**config.mk**
```make
export PLATFORM = sky130hd
export DESIGN_NAME = mem_arbiter
export DESIGN_NICKNAME = d
export VERILOG_FILES = /design/src/rtl/mem_arbiter_pkg.sv /design/src/rtl/mem_arbiter_arb_pick.sv /design/src/rtl/mem_arbiter.sv
export SDC_FILE = /design/constraint.sdc
export NUM_CORES = 1
export LEC_CHECK = 0
export BUFFER_PORTS_ARGS = -buffer_cell sky130_fd_sc_hd__buf_2
export CAP_MARGIN = 10
export CORE_MARGIN = 2
export CORE_UTILIZATION = 46
export CTS_BUF_LIST = sky130_fd_sc_hd__clkbuf_8
export DETAILED_ROUTE_END_ITERATION = 10
export PLACE_DENSITY = 0.88
export SYNTH_ARGS = -nofsm -noshare
export SYNTH_HDL_FRONTEND = slang
export SYNTH_SLANG_ARGS = --single-unit
```
**constraint.sdc**
```tcl
create_clock -name clk_in -period 2.1 [get_ports clk_in]
set_input_delay 0.105 -clock clk_in [delete_from_list [all_inputs] [get_ports clk_in]]
set_output_delay 0.105 -clock clk_in [all_outputs]
set_load 0.05 [all_outputs]
```
**src/rtl/mem_arbiter_pkg.sv**
```systemverilog
// -----------------------------------------------------------------------------
// mem_arb_pkg
//   Types and constants shared by the SRAM arbiter and its winner picker.
//
//   arb_state_e : access sequencer states (IDLE -> SETUP -> ACCESS -> DONE)
//   MODE_FIXED  : fixed priority, port 0 highest
//   MODE_RR     : round-robin, search starts after the last winner
// -----------------------------------------------------------------------------
package mem_arb_pkg;

  typedef enum logic [1:0] {
    ST_IDLE   = 2'd0,
    ST_SETUP  = 2'd1,
    ST_ACCESS = 2'd2,
    ST_DONE   = 2'd3
  } arb_state_e;

  localparam int MODE_FIXED = 0;
  localparam int MODE_RR    = 1;

  // Width of a port index / round-robin pointer. Kept at least 1 bit so the
  // pointer register always exists.
  function automatic int port_idx_width(input int nports);
    return (nports > 2) ? $clog2(nports) : 1;
  endfunction

endpackage : mem_arb_pkg

```
**src/rtl/mem_arbiter_arb_pick.sv**
```systemverilog
// -----------------------------------------------------------------------------
// arb_pick
//   Combinational winner selection for the SRAM arbiter.
//
//   req     [NPORTS-1:0] : requesting ports
//   ptr     [PW-1:0]     : index of the previous winner (round-robin only)
//   mode_rr              : 1 = round-robin, 0 = fixed priority
//   winner  [NPORTS-1:0] : one-hot winner, zero when nothing is requested
// -----------------------------------------------------------------------------
module arb_pick #(
  parameter int NPORTS = 2,
  parameter int PW     = 1
) (
  input  logic [NPORTS-1:0] req,
  input  logic [PW-1:0]     ptr,
  input  logic              mode_rr,
  output logic [NPORTS-1:0] winner
);

  logic [NPORTS-1:0] fixed_win;
  logic [NPORTS-1:0] rr_win;

  // Fixed priority: a port wins when no lower-indexed port is requesting.
  genvar gi;
  generate
    for (gi = 0; gi < NPORTS; gi++) begin : g_fixed
      if (gi == 0) begin : g_first
        assign fixed_win[gi] = req[gi];
      end else begin : g_rest
        assign fixed_win[gi] = req[gi] & ~(|req[gi-1:0]);
      end
    end
  endgenerate

  // Round-robin: walk ptr+1, ptr+2, ... wrapping, so the previous winner is
  // considered last and only wins again when it is the sole requester.
  logic          found;
  logic [PW-1:0] idx;

  always_comb begin
    rr_win = '0;
    found  = 1'b0;
    idx    = '0;
    for (int k = 1; k <= NPORTS; k++) begin
      idx = PW'((int'(ptr) + k) % NPORTS);
      if (!found && req[idx]) begin
        rr_win[idx] = 1'b1;
        found       = 1'b1;
      end
    end
  end

  assign winner = mode_rr ? rr_win : fixed_win;

endmodule : arb_pick

```
**src/rtl/mem_arbiter.sv**
```systemverilog
// -----------------------------------------------------------------------------
// mem_arbiter
//   Arbitrates NPORTS requesters onto one asynchronous SRAM. Each access runs
//   IDLE -> SETUP (1 cycle) -> ACCESS (ACCESS_CYCLES) -> DONE (1 cycle).
//   The requester's address, direction and write data are latched at grant,
//   so request-side changes mid-access have no effect.
//
//   Parameters
//     NPORTS        : requester count (2..4)
//     AW, DW        : SRAM address / data width
//     MODE          : MODE_FIXED or MODE_RR
//     ACCESS_CYCLES : cycles with the SRAM strobe active (1..4)
//
//   Ports
//     clk_in, b_reset       : clock, asynchronous active-low reset
//     req, rw, addr, wdata  : per-port request, 1=read, address, write data
//     rdata                 : last read data, valid while ack is high
//     ack                   : one-hot completion strobe (DONE cycle)
//     grant                 : one-hot owner of the access in flight
//     busy                  : sequencer not in IDLE
//     sram_*                : SRAM pins; the DQ tristate buffer sits at the
//                             chip top, this block only supplies dq_o / dq_oe
// -----------------------------------------------------------------------------
module mem_arbiter
  import mem_arb_pkg::*;
#(
  parameter int NPORTS        = 2,
  parameter int AW            = 17,
  parameter int DW            = 8,
  parameter int MODE          = 0,
  parameter int ACCESS_CYCLES = 2
) (
  input  logic                 clk_in,
  input  logic                 b_reset,
  input  logic [NPORTS-1:0]    req,
  input  logic [NPORTS-1:0]    rw,
  input  logic [NPORTS*AW-1:0] addr,
  input  logic [NPORTS*DW-1:0] wdata,
  output logic [DW-1:0]        rdata,
  output logic [NPORTS-1:0]    ack,
  output logic [NPORTS-1:0]    grant,
  output logic                 busy,
  output logic [AW-1:0]        sram_ad,
  output logic [DW-1:0]        sram_dq_o,
  output logic                 sram_dq_oe,
  input  logic [DW-1:0]        sram_dq_i,
  output logic                 sram_we_n,
  output logic                 sram_oe_n,
  output logic                 sram_cs
);

  localparam int         PW       = port_idx_width(NPORTS);
  // Value of the strobe counter in the final ACCESS cycle.
  localparam logic [1:0] LAST_CNT = 2'(ACCESS_CYCLES - 1);

  arb_state_e        state_q, state_d;
  logic [NPORTS-1:0] grant_q, grant_d;
  logic              rw_q, rw_d;
  logic [AW-1:0]     addr_q, addr_d;
  logic [DW-1:0]     wdata_q, wdata_d;
  logic [DW-1:0]     rdata_q, rdata_d;
  logic [PW-1:0]     ptr_q, ptr_d;
  logic [1:0]        cnt_q, cnt_d;
  logic [NPORTS-1:0] winner;

  arb_pick #(
    .NPORTS (NPORTS),
    .PW     (PW)
  ) u_pick (
    .req     (req),
    .ptr     (ptr_q),
    .mode_rr (MODE == MODE_RR),
    .winner  (winner)
  );

  // ---------------------------------------------------------------------------
  // State register
  // ---------------------------------------------------------------------------
  always_ff @(posedge clk_in or negedge b_reset) begin
    if (!b_reset) begin
      state_q <= ST_IDLE;
      grant_q <= '0;
      rw_q    <= 1'b1;
      addr_q  <= '0;
      wdata_q <= '0;
      rdata_q <= '0;
      ptr_q   <= PW'(NPORTS - 1);  // so port 0 is first in round-robin order
      cnt_q   <= '0;
    end else begin
      state_q <= state_d;
      grant_q <= grant_d;
      rw_q    <= rw_d;
      addr_q  <= addr_d;
      wdata_q <= wdata_d;
      rdata_q <= rdata_d;
      ptr_q   <= ptr_d;
      cnt_q   <= cnt_d;
    end
  end

  // ---------------------------------------------------------------------------
  // Next state and outputs
  // ---------------------------------------------------------------------------
  always_comb begin
    state_d    = state_q;
    grant_d    = grant_q;
    rw_d       = rw_q;
    addr_d     = addr_q;
    wdata_d    = wdata_q;
    rdata_d    = rdata_q;
    ptr_d      = ptr_q;
    cnt_d      = cnt_q;

    ack        = '0;
    grant      = '0;
    sram_cs    = 1'b0;
    sram_we_n  = 1'b1;
    sram_oe_n  = 1'b1;
    sram_dq_oe = 1'b0;

    unique case (state_q)
      ST_IDLE: begin
        if (|req) begin
          state_d = ST_SETUP;
          grant_d = winner;
          for (int i = 0; i < NPORTS; i++) begin
            if (winner[i]) begin
              rw_d    = rw[i];
              addr_d  = addr[i*AW +: AW];
              wdata_d = wdata[i*DW +: DW];
              ptr_d   = PW'(i);
            end
          end
        end
      end

      ST_SETUP: begin
        // Address settles with both strobes off; writes already drive DQ.
        grant      = grant_q;
        sram_cs    = 1'b1;
        sram_dq_oe = ~rw_q;
        cnt_d      = '0;
        state_d    = ST_ACCESS;
      end

      ST_ACCESS: begin
        grant      = grant_q;
        sram_cs    = 1'b1;
        sram_dq_oe = ~rw_q;
        sram_oe_n  = ~rw_q;
        sram_we_n  = rw_q;
        if (cnt_q == LAST_CNT) begin
          state_d = ST_DONE;
          // Read data is sampled at the edge that ends the strobe.
          if (rw_q) begin
            rdata_d = sram_dq_i;
          end
        end else begin
          cnt_d = cnt_q + 2'd1;
        end
      end

      ST_DONE: begin
        // Strobes off, DQ still driven for write hold time.
        grant      = grant_q;
        ack        = grant_q;
        sram_cs    = 1'b1;
        sram_dq_oe = ~rw_q;
        state_d    = ST_IDLE;
      end

      default: begin
        state_d = ST_IDLE;
      end
    endcase
  end

  assign busy      = (state_q != ST_IDLE);
  assign rdata     = rdata_q;
  assign sram_ad   = addr_q;
  assign sram_dq_o = wdata_q;

endmodule : mem_arbiter

```
==> flow_results.org, run 1 <==
** Status
- The flow ran to the end, and the final reports show no timing, DRC or antenna violations.

** STA
- The total count of max-transition violations in the final report came to 0.
- Between clock sinks in the finished design, the worst skew comes to 0.00471 ns.
- In the post-route analysis, the smallest setup slack over all paths is 0.220 ns.
- In the final timing run, aggregate negative setup slack is 0 ns.
- Share of the clock period used by the worst path after layout :: 89.5%
- Counting I/O delays and the setup requirement, the final critical path takes 1.88 ns.
- Setup repair after global routing left no endpoint under its margin.
- Final Hold Vio Count :: 0
- Worst slew margin relative to its limit :: 41.4%
- Setup violations remaining at the end of the flow were counted as 0.
- For the pin with the worst max-slew slack, the measured transition is 0.880 ns.
- Based on the critical path, the design can be clocked at up to 0.532 GHz.

** Floorplan
- Die width :: 69.2 um
- Initial cell density of the core :: 48.2%
- In this run the core area contains 23 standard-cell rows.
- Die H :: 69.2 um
- Pin placement for this block handled 106 I/O pins.
- The core region is 0.00406 mm^2.
- Die area :: 0.00479 mm^2

** Critical path
- Path length in cells of the critical path :: 5
- First element of the critical path :: state_q[0]
- Walking the worst path, the cells encountered are inv_1 -> ha_2 -> buf_12 -> nor2_1 -> buf_2.
- R2r endpoint :: sram_ad[5]
- Data arrival time at the worst-slack endpoint :: 1.77 ns
- The worst register-to-register path begins at state_q[0].
- Along the worst path, the maximum fanout reaches 40.
- The setup path with the least slack is of type reg2out.
- Counting both buffers and inverters, the worst setup path holds a total of 3.
- R2r worst-path depth :: 5
- Critical path endpoint category :: output pin
- Cell with the largest stage delay on the worst path :: sky130_fd_sc_hd__dfrtp_1
- Capture point of the critical path :: sram_dq_oe
- In this design, the stage delay of the slowest critical-path cell is 0.42 ns.
- Family with the most delay on the worst path :: buffers and inverters
- At the worst endpoint, the required time is 2.00 ns.
- Register-to-register setup slack :: 0.46 ns
- The worst setup path is launched from a register.

** Drt
- The final route contains 1756 vias.
- In this run, the number of DRC markers left after iteration 0 of detailed routing was 80.
- Dividing the detail-routed wire length by the instance count gives 13.5 um.
- Remaining DRCs :: 0
- Number of routed nets with antenna violations :: 0
- The first detailed-routing pass took 5 iterations.
- After detailed routing, the number of vias per cell comes to 5.09.
- Wires add up to 4650 um.

** Placed design
- Gpl congestion :: 0.807
- Port-buffer cells :: 105
- Half-perimeter wire length after detailed placement :: 3500 um
- Prior to clock tree synthesis, the placed netlist has a worst setup slack of 0.480 ns.

** Clock network
- Root Buffer Master :: sky130_fd_sc_hd__clkbuf_8
- TritonCTS built the clock tree.
- The number of clock buffers added by TritonCTS is 5.
- Clock sinks :: 40
- Clock-pin slew was measured on the worst setup and hold paths at 0.07 ns.
- The clock tree synthesis step divided the H-tree into 2 levels.
- Clock latency on the worst-skew pair, taken at its later pin, is 0.28 ns.
- CTS resizes :: 0
- The clock passes through at most 2 buffers.

** Global routing
- After global routing the overflow that remains totals 0.
- Via count of the first global-routing pass :: 1762
- Global routing used 20.0% of the available tracks across all layers.
- Entering global routing, the biggest net connects 41 pins.
- The initial antenna violation count was 0.
- The first global-routing pass estimated 7850 um of wire.

** Power
- For this design the static power due to leakage is 1.37 nW.
- Sequential cells burn 28.5% of the power.
- Power Total :: 4.81 mW
- Worst voltage drop across the vdd grid :: 0.841 mV
- In this run the power density over the cells is 1880 mW/mm^2.
- Switching power :: 2.64 mW
- Internal power consumption :: 2.17 mW
- Fraction of power spent switching nets :: 54.9%
- Combinational power share :: 61.9%
- The clock network burns 9.6% of the power.

** Hold path
- Hold/Removal Path Class :: in2reg
- The worst hold path begins at addr[16].

** Logic synthesis
- Fraction of registers with async set/reset :: 100%
- Syn Nets :: 265
- Summing the sequential cell areas from Yosys gives 51.3% of the chip area.
- The synthesized design contains 0 enable-type register cells.
- In the synthesized netlist the dominant register cell turns out to be sky130_fd_sc_hd__dfrtp_1.
- Gate count of the mapped netlist :: 194
- The synthesized netlist contains 26 unique library cells.
- Yosys printed 0 warnings.
- Syn Std Cell Area :: 0.00195 mm^2
- Dividing the synthesized area by the synthesized cell count gives 10.1 um^2.
- Register bit count reported by yosys :: 40

** Final layout
- Flip-flop and latch area :: 0.00100 mm^2
- # nets final :: 365
- Compared with the post-synthesis result, the final layout area differs by 30.9%.
- The post-route netlist has 43.1% of its cells at a drive strength greater than 1.
- Ant diodes :: 0
- The layout has 347 filler cells.
- Combined area of the multi-input logic cells :: 833 um^2

** Job
- Max-cap violations :: 0
synthesized netlist by cell type (3+ instances only):
master,instances,area [um^2]
sky130_fd_sc_hd__nand2_1,37,139
sky130_fd_sc_hd__buf_4,3,22.5
sky130_fd_sc_hd__and2_1,3,18.8
sky130_fd_sc_hd__a32oi_1,9,78.8
sky130_fd_sc_hd__mux2_2,9,101
sky130_fd_sc_hd__nor2b_1,3,18.8
sky130_fd_sc_hd__dfrtp_1,39,976
sky130_fd_sc_hd__inv_1,6,22.5
sky130_fd_sc_hd__buf_2,4,20.0
sky130_fd_sc_hd__ha_1,7,87.6
sky130_fd_sc_hd__clkbuf_1,3,11.3
sky130_fd_sc_hd__nand3_1,51,255
sky130_fd_sc_hd__buf_6,4,45.0
registers in the layout, indices dropped and copies added (netlist names):
| name | cells |
|---|---|
| sram_ad | 17 |
| rdata | 8 |
| sram_dq_o | 8 |
| cnt_q | 2 |
| grant_q | 2 |
| state_q | 2 |
| rw_q | 1 |
repair_timing:
item	4_1_cts	5_1_grt
hold buffers	1	0
setup endpoints to repair	0	0
endpoints found under the hold margin	39	0
setup buffers	0	0
cell usage in the layout (no fill, tap or decap), types with 2 or more instances in the layout:
cell type and instances:
sky130_fd_sc_hd__a21oi_1 2, sky130_fd_sc_hd__ha_1 6, sky130_fd_sc_hd__and2_1 3, sky130_fd_sc_hd__nand3_1 51, sky130_fd_sc_hd__nand2_1 37, sky130_fd_sc_hd__buf_2 105
sky130_fd_sc_hd__mux2_2 9, sky130_fd_sc_hd__inv_1 8, sky130_fd_sc_hd__clkbuf_8 5, sky130_fd_sc_hd__dfrtp_1 39, sky130_fd_sc_hd__nor2_1 2, sky130_fd_sc_hd__nand2b_1 2
sky130_fd_sc_hd__a32oi_1 9, sky130_fd_sc_hd__nor2b_1 3
kinds of logic (layout without fill, tap and decap cells):
group	Yosys count	count (layout)	share of synthesized area, %
and+or+nand+nor	101	101	24.7
AOI/OAI and AO/OA	14	14	6.27
adders and majority gates	7	7	4.48
buffers and inverters	20	121	6.21
DFF	40	40	51.3
muxes	12	12	7.04
worst min-delay path: cells and delay by family:
kind                   cells  cell delay, ns
AND/OR/NAND/NOR            1            0.05
buffers and inverters      1            0.07
AO/OA/AOI/OAI              1            0.05
final cells by class:
class,count,area share (%)
sequential,40,39.2
tap,50,2.45
clock inverter,3,0.489
multi-input combinational,134,32.6
clock buffer,5,2.69
timing repair buffer,107,21.7
inverter,6,0.881
power groups by stage:
stage / registers, mW / logic [mW] / clock network [mW]
floorplan: 2.44 / 1.25 / 0
global placement: 1.36 / 2.95 / 0
detailed placement: 1.39 / 3.01 / 0
CTS: 1.37 / 3.01 / 0.482
global route: 1.42 / 3.20 / 0.518
finish: 1.37 / 2.98 / 0.461
through the flow:
stage,hold WS [ns],util [%],instances,instance area [um^2]
6_report,0.0279,63.0,345,2560
5_1_grt,0.0251,63.0,345,2560
4_1_cts,0.0196,63.0,345,2560
3_5_place_dp,0.276,60.8,336,2470
3_3_place_gp,0.259,60.8,336,2470
2_1_floorplan,-0.191,-,194,1950
worst min path at each step:
stage | endpoint | slack, ns | cells after the start
after CTS | sram_ad[16] | 0.02 | 3
after global routing | sram_ad[8] | 0.03 | 3
final | sram_ad[16] | 0.03 | 3
after floorplan | cnt_q[0] | -0.19 | 0
after global placement | sram_ad[12] | 0.26 | 1
after detailed placement | sram_ad[12] | 0.28 | 1
per-layer routing:
layer	vias up	routed length, um	global-route usage [%]
li1	867	-	-
met1	814	1890	23.7
met2	69	2430	36.3
met3	6	284	4.94
met4	0	44	4.58
met5	-	0	0
Power figures use the tool's default switching activity.
==> inputs of run 2 (changes only) <==
--- a/config.mk
+++ b/config.mk
@@ -7,11 +7,11 @@
 export LEC_CHECK = 0
 export BUFFER_PORTS_ARGS = -buffer_cell sky130_fd_sc_hd__buf_2
 export CAP_MARGIN = 10
-export CORE_MARGIN = 2
-export CORE_UTILIZATION = 46
+export CORE_UTILIZATION = 35
 export CTS_BUF_LIST = sky130_fd_sc_hd__clkbuf_8
 export DETAILED_ROUTE_END_ITERATION = 10
-export PLACE_DENSITY = 0.88
+export GPL_TIMING_DRIVEN = 0
+export PLACE_DENSITY = 0.71
 export SYNTH_ARGS = -nofsm -noshare
 export SYNTH_HDL_FRONTEND = slang
 export SYNTH_SLANG_ARGS = --single-unit
==> flow_results.org, run 2 (synthesis gave the netlist of run 1 again) <==
** Status
- The flow ran to the end, and the final reports show no timing, DRC or antenna violations.

** Global routing
- Aggregate global routing overflow :: 0 (unchanged)
- The global-route wire length before repair came to 8300 um (+5.7%).
- Overall routing resource usage :: 17.6% (-2.4 points)
- Antenna violations before repair :: 0 (unchanged)
- Maximum number of pins on one net before global-route repair :: 41 (unchanged)
- Via count of the first global-routing pass :: 1756 (-0.34%)

** Power
- Power Total :: 4.91 mW (+2.0%)
- The power density of the placed cells came to 1840 mW/mm^2 (-2.3%).
- Worst voltage drop across the vdd grid :: 1.02 mV (+22%)
- The leakage power figure came to 1.42 nW (+4.1%).

** Placed design
- Half-perimeter wire length after detailed placement :: 3730 um (+6.7%)
- The worst setup slack before clock tree synthesis is 0.422 ns (-0.0578 ns).
- The placer's final routability congestion estimate is 0.746 (-7.5%).
- The number of buffer cells added on primary ports was 105 (unchanged).

** Job
- The number of max-capacitance violations reported is 0 (unchanged).

** Floorplan
- The number of cell rows came to 26 (+13%).
- Die H :: 76.7 um (+11%)
- The initial core utilization was 37.3% (-11 points).
- Die area :: 0.00589 mm^2 (+23%)
- Core footprint :: 0.00524 mm^2 (+29%)
- The overall die width came to 76.7 um (+11%).
- Number of top-level pins :: 106 (unchanged)

** Critical path
- The cell family contributing the most delay on the critical path is buffers and inverters.
- R2r endpoint :: sram_ad[1]
- Type of the setup path with the least slack :: reg2out
- The signal on the critical path passes through inv_1 -> ha_1 -> buf_2 -> clkbuf_2 -> nor2b_1 -> buf_2.
- The cell count of the worst reg-to-reg path came to 6 (+1).
- Critical path endpoint category :: output pin
- The worst setup path is launched from a register.
- Most frequent CP cell :: sky130_fd_sc_hd__buf_2
- The most critical setup path has its startpoint at state_q[1].
- The maximum fanout encountered on the critical timing path was 10 (-75%).
- Cell with the largest stage delay on the worst path :: sky130_fd_sc_hd__dfrtp_1
- Buffering stage count on the worst path with inverters included :: 4 (+1)
- The count of cell instances traversed by the critical path came to 6 (+1).
- In this run the critical register-to-register path is launched from state_q[0].
- The slack of the worst reg-to-reg path is 0.47 ns (about the same).
- The most critical setup path has its endpoint at grant[0].
- Maximum cell stage delay along the critical path :: 0.43 ns (about the same)
- Data arrival time at the worst-slack endpoint :: 1.78 ns (about the same)
- The required time of the worst setup path came to 2.00 ns (about the same).

** STA
- The total count of max-transition violations in the final report came to 0 (unchanged).
- The setup clock skew after layout is 0.00618 ns (+0.00147 ns).
- The slew at the pin closest to its max-slew limit came to 0.881 ns (+0.00101 ns).
- Final min period :: 1.89 ns (+0.00594 ns)
- The fmax is 0.530 GHz (-0.32%).
- Unrepaired setup endpoints after global routing :: false
- The final worst hold slack was 0.0182 ns (-0.00975 ns).
- The part of the cycle the worst path needs was 89.8% (+0.28 points).
- The final number of setup-violating endpoints came to 0 (unchanged).
- The relative slew slack was 41.3% (-0.068 points).
- Final Hold Vio Count :: 0 (unchanged)
- The setup total negative slack came to 0 ns (unchanged).
- Setup slack of the critical path after layout :: 0.214 ns (-0.00594 ns)

** Drt
- The average wire length per cell after detail routing was 13.3 um (-1.5%).
- The remaining number of nets flagged by the antenna check after routing is 0 (unchanged).
- Initial detailed-routing violation count :: 63 (-21%)
- DR vias/cell :: 4.74 (-7.0%)
- The detailed-router iteration count before antenna repair came to 4 (-1).
- Total length of routed wires :: 5010 um (+7.9%)
- Via count :: 1790 (+1.9%)
- Remaining DRCs :: 0 (unchanged)

** Final layout
- The share of layout cells above drive strength 1 was 45.1% (+2.1 points).
- The number of nets in the finished design was 378 (+3.6%).
- Fill cell instance count of the final layout :: 498 (+44%)
- In the layout the commonest cells are sky130_fd_sc_hd__buf_2, sky130_fd_sc_hd__nand3_1, sky130_fd_sc_hd__dfrtp_1.
- Ant diodes :: 0 (unchanged)
- Leaving out fill and tap cells, the most frequent cell in the layout is sky130_fd_sc_hd__buf_2.
- Relative to the synthesized area, the layout overhead comes to 36.7%.
- Flip-flop count of the largest register after layout :: 17 (unchanged)

** Clock network
- The TritonCTS buffer count is 5 (unchanged).
- CTS tree :: done
- The cell sitting at the root of the clock tree is a sky130_fd_sc_hd__clkbuf_8.
- The number of buffers on the longest clock path is 2 (unchanged).
- Clock sinks :: 40 (unchanged)
- The post-CTS setup-driven buffer insertion count came to 0 (unchanged).
- Clock-pin slew on the worst setup and hold paths :: 0.08 ns (about the same)
- The total number of H-tree levels came to 2 (unchanged).
- The clock network latency to the later pin of the worst-skew pair was 0.28 ns (about the same).

** Hold path
- The worst hold path belongs to the class in2reg.
==> run 2: cell count changes in the layout (fill, tap and decap cells not counted) <==
cell | before | now
sky130_fd_sc_hd__buf_6 | 0 | 4
sky130_fd_sc_hd__clkbuf_2 | 0 | 1
sky130_fd_sc_hd__buf_2 | 105 | 109
sky130_fd_sc_hd__buf_4 | 0 | 3
sky130_fd_sc_hd__clkbuf_1 | 0 | 2
sky130_fd_sc_hd__ha_2 | 1 | 0
sky130_fd_sc_hd__clkinv_2 | 1 | 2
sky130_fd_sc_hd__inv_1 | 8 | 6
sky130_fd_sc_hd__ha_1 | 6 | 7
sky130_fd_sc_hd__clkbuf_8 | 5 | 6
sky130_fd_sc_hd__buf_12 | 1 | 0
==> run 2: how the worst min path moves through the flow <==
| stage | start | to | slack [ns] | depth (start not counted) |
|---|---|---|---|---|
| floorplan | b_reset | cnt_q[0] | -0.19 | 0 |
| global placement | b_reset | sram_ad[11] | 0.27 | 1 |
| detailed placement | b_reset | sram_ad[11] | 0.28 | 1 |
| CTS | addr[8] | sram_ad[8] | 0.01 | 3 |
| global route | addr[5] | sram_ad[5] | 0.03 | 3 |
| finish | addr[4] | sram_ad[4] | 0.02 | 3 |
==> run 2: final cells by class <==
| class | count | area [um^2] | share of cell area (%) |
|---|---|---|---|
| flip-flops and latches | 40 | 1000 | 37.5 |
| multi-input cells | 134 | 831 | 31.1 |
| repair buffers | 106 | 536 | 20.0 |
| plain buffers | 14 | 100 | 3.75 |
| well taps | 70 | 87.6 | 3.28 |
| clock buffers | 6 | 82.6 | 3.09 |
| inverters | 6 | 22.5 | 0.843 |
| clock inverters | 2 | 10.0 | 0.375 |
==> run 2: repair_timing <==
action,4_1_cts,5_1_grt
gates resized for setup,0,2
endpoints found under the hold margin,39,0
hold buffers,1,0
setup endpoints to repair,0,2
==> run 2: per-layer routing <==
| metal | track usage, % | wire (um) | vias up |
|---|---|---|---|
| met5 | 0 | 0 | - |
| met2 | 30.4 | 2460 | 63 |
| met4 | 4.81 | 37 | 0 |
| li1 | - | - | 890 |
| met1 | 23.0 | 2260 | 832 |
| met3 | 2.62 | 253 | 5 |
==> run 2: worst register-to-register path: cells and delay by family, from the launching register on <==
kind / cells / cell delay (ns)
DFF: 1 / 0.42
buffers and inverters: 3 / 0.73
and+or+nand+nor: 2 / 0.27
adders and majority gates: 1 / 0.16
==> run 2: per-stage QoR <==
stage	instances	area, um^2	utilization, %
floorplan	194	1950	-
global placement	369	2570	49.0
detailed placement	369	2570	49.0
CTS	378	2670	51.0
global route	378	2670	51.0
finish	378	2670	51.0
==> run 2: power by group <==
part	internal [mW]	switching, mW
Sequential	1.16	0.207
Combinational	0.812	2.22
Clock	0.262	0.259
Total	2.23	2.68
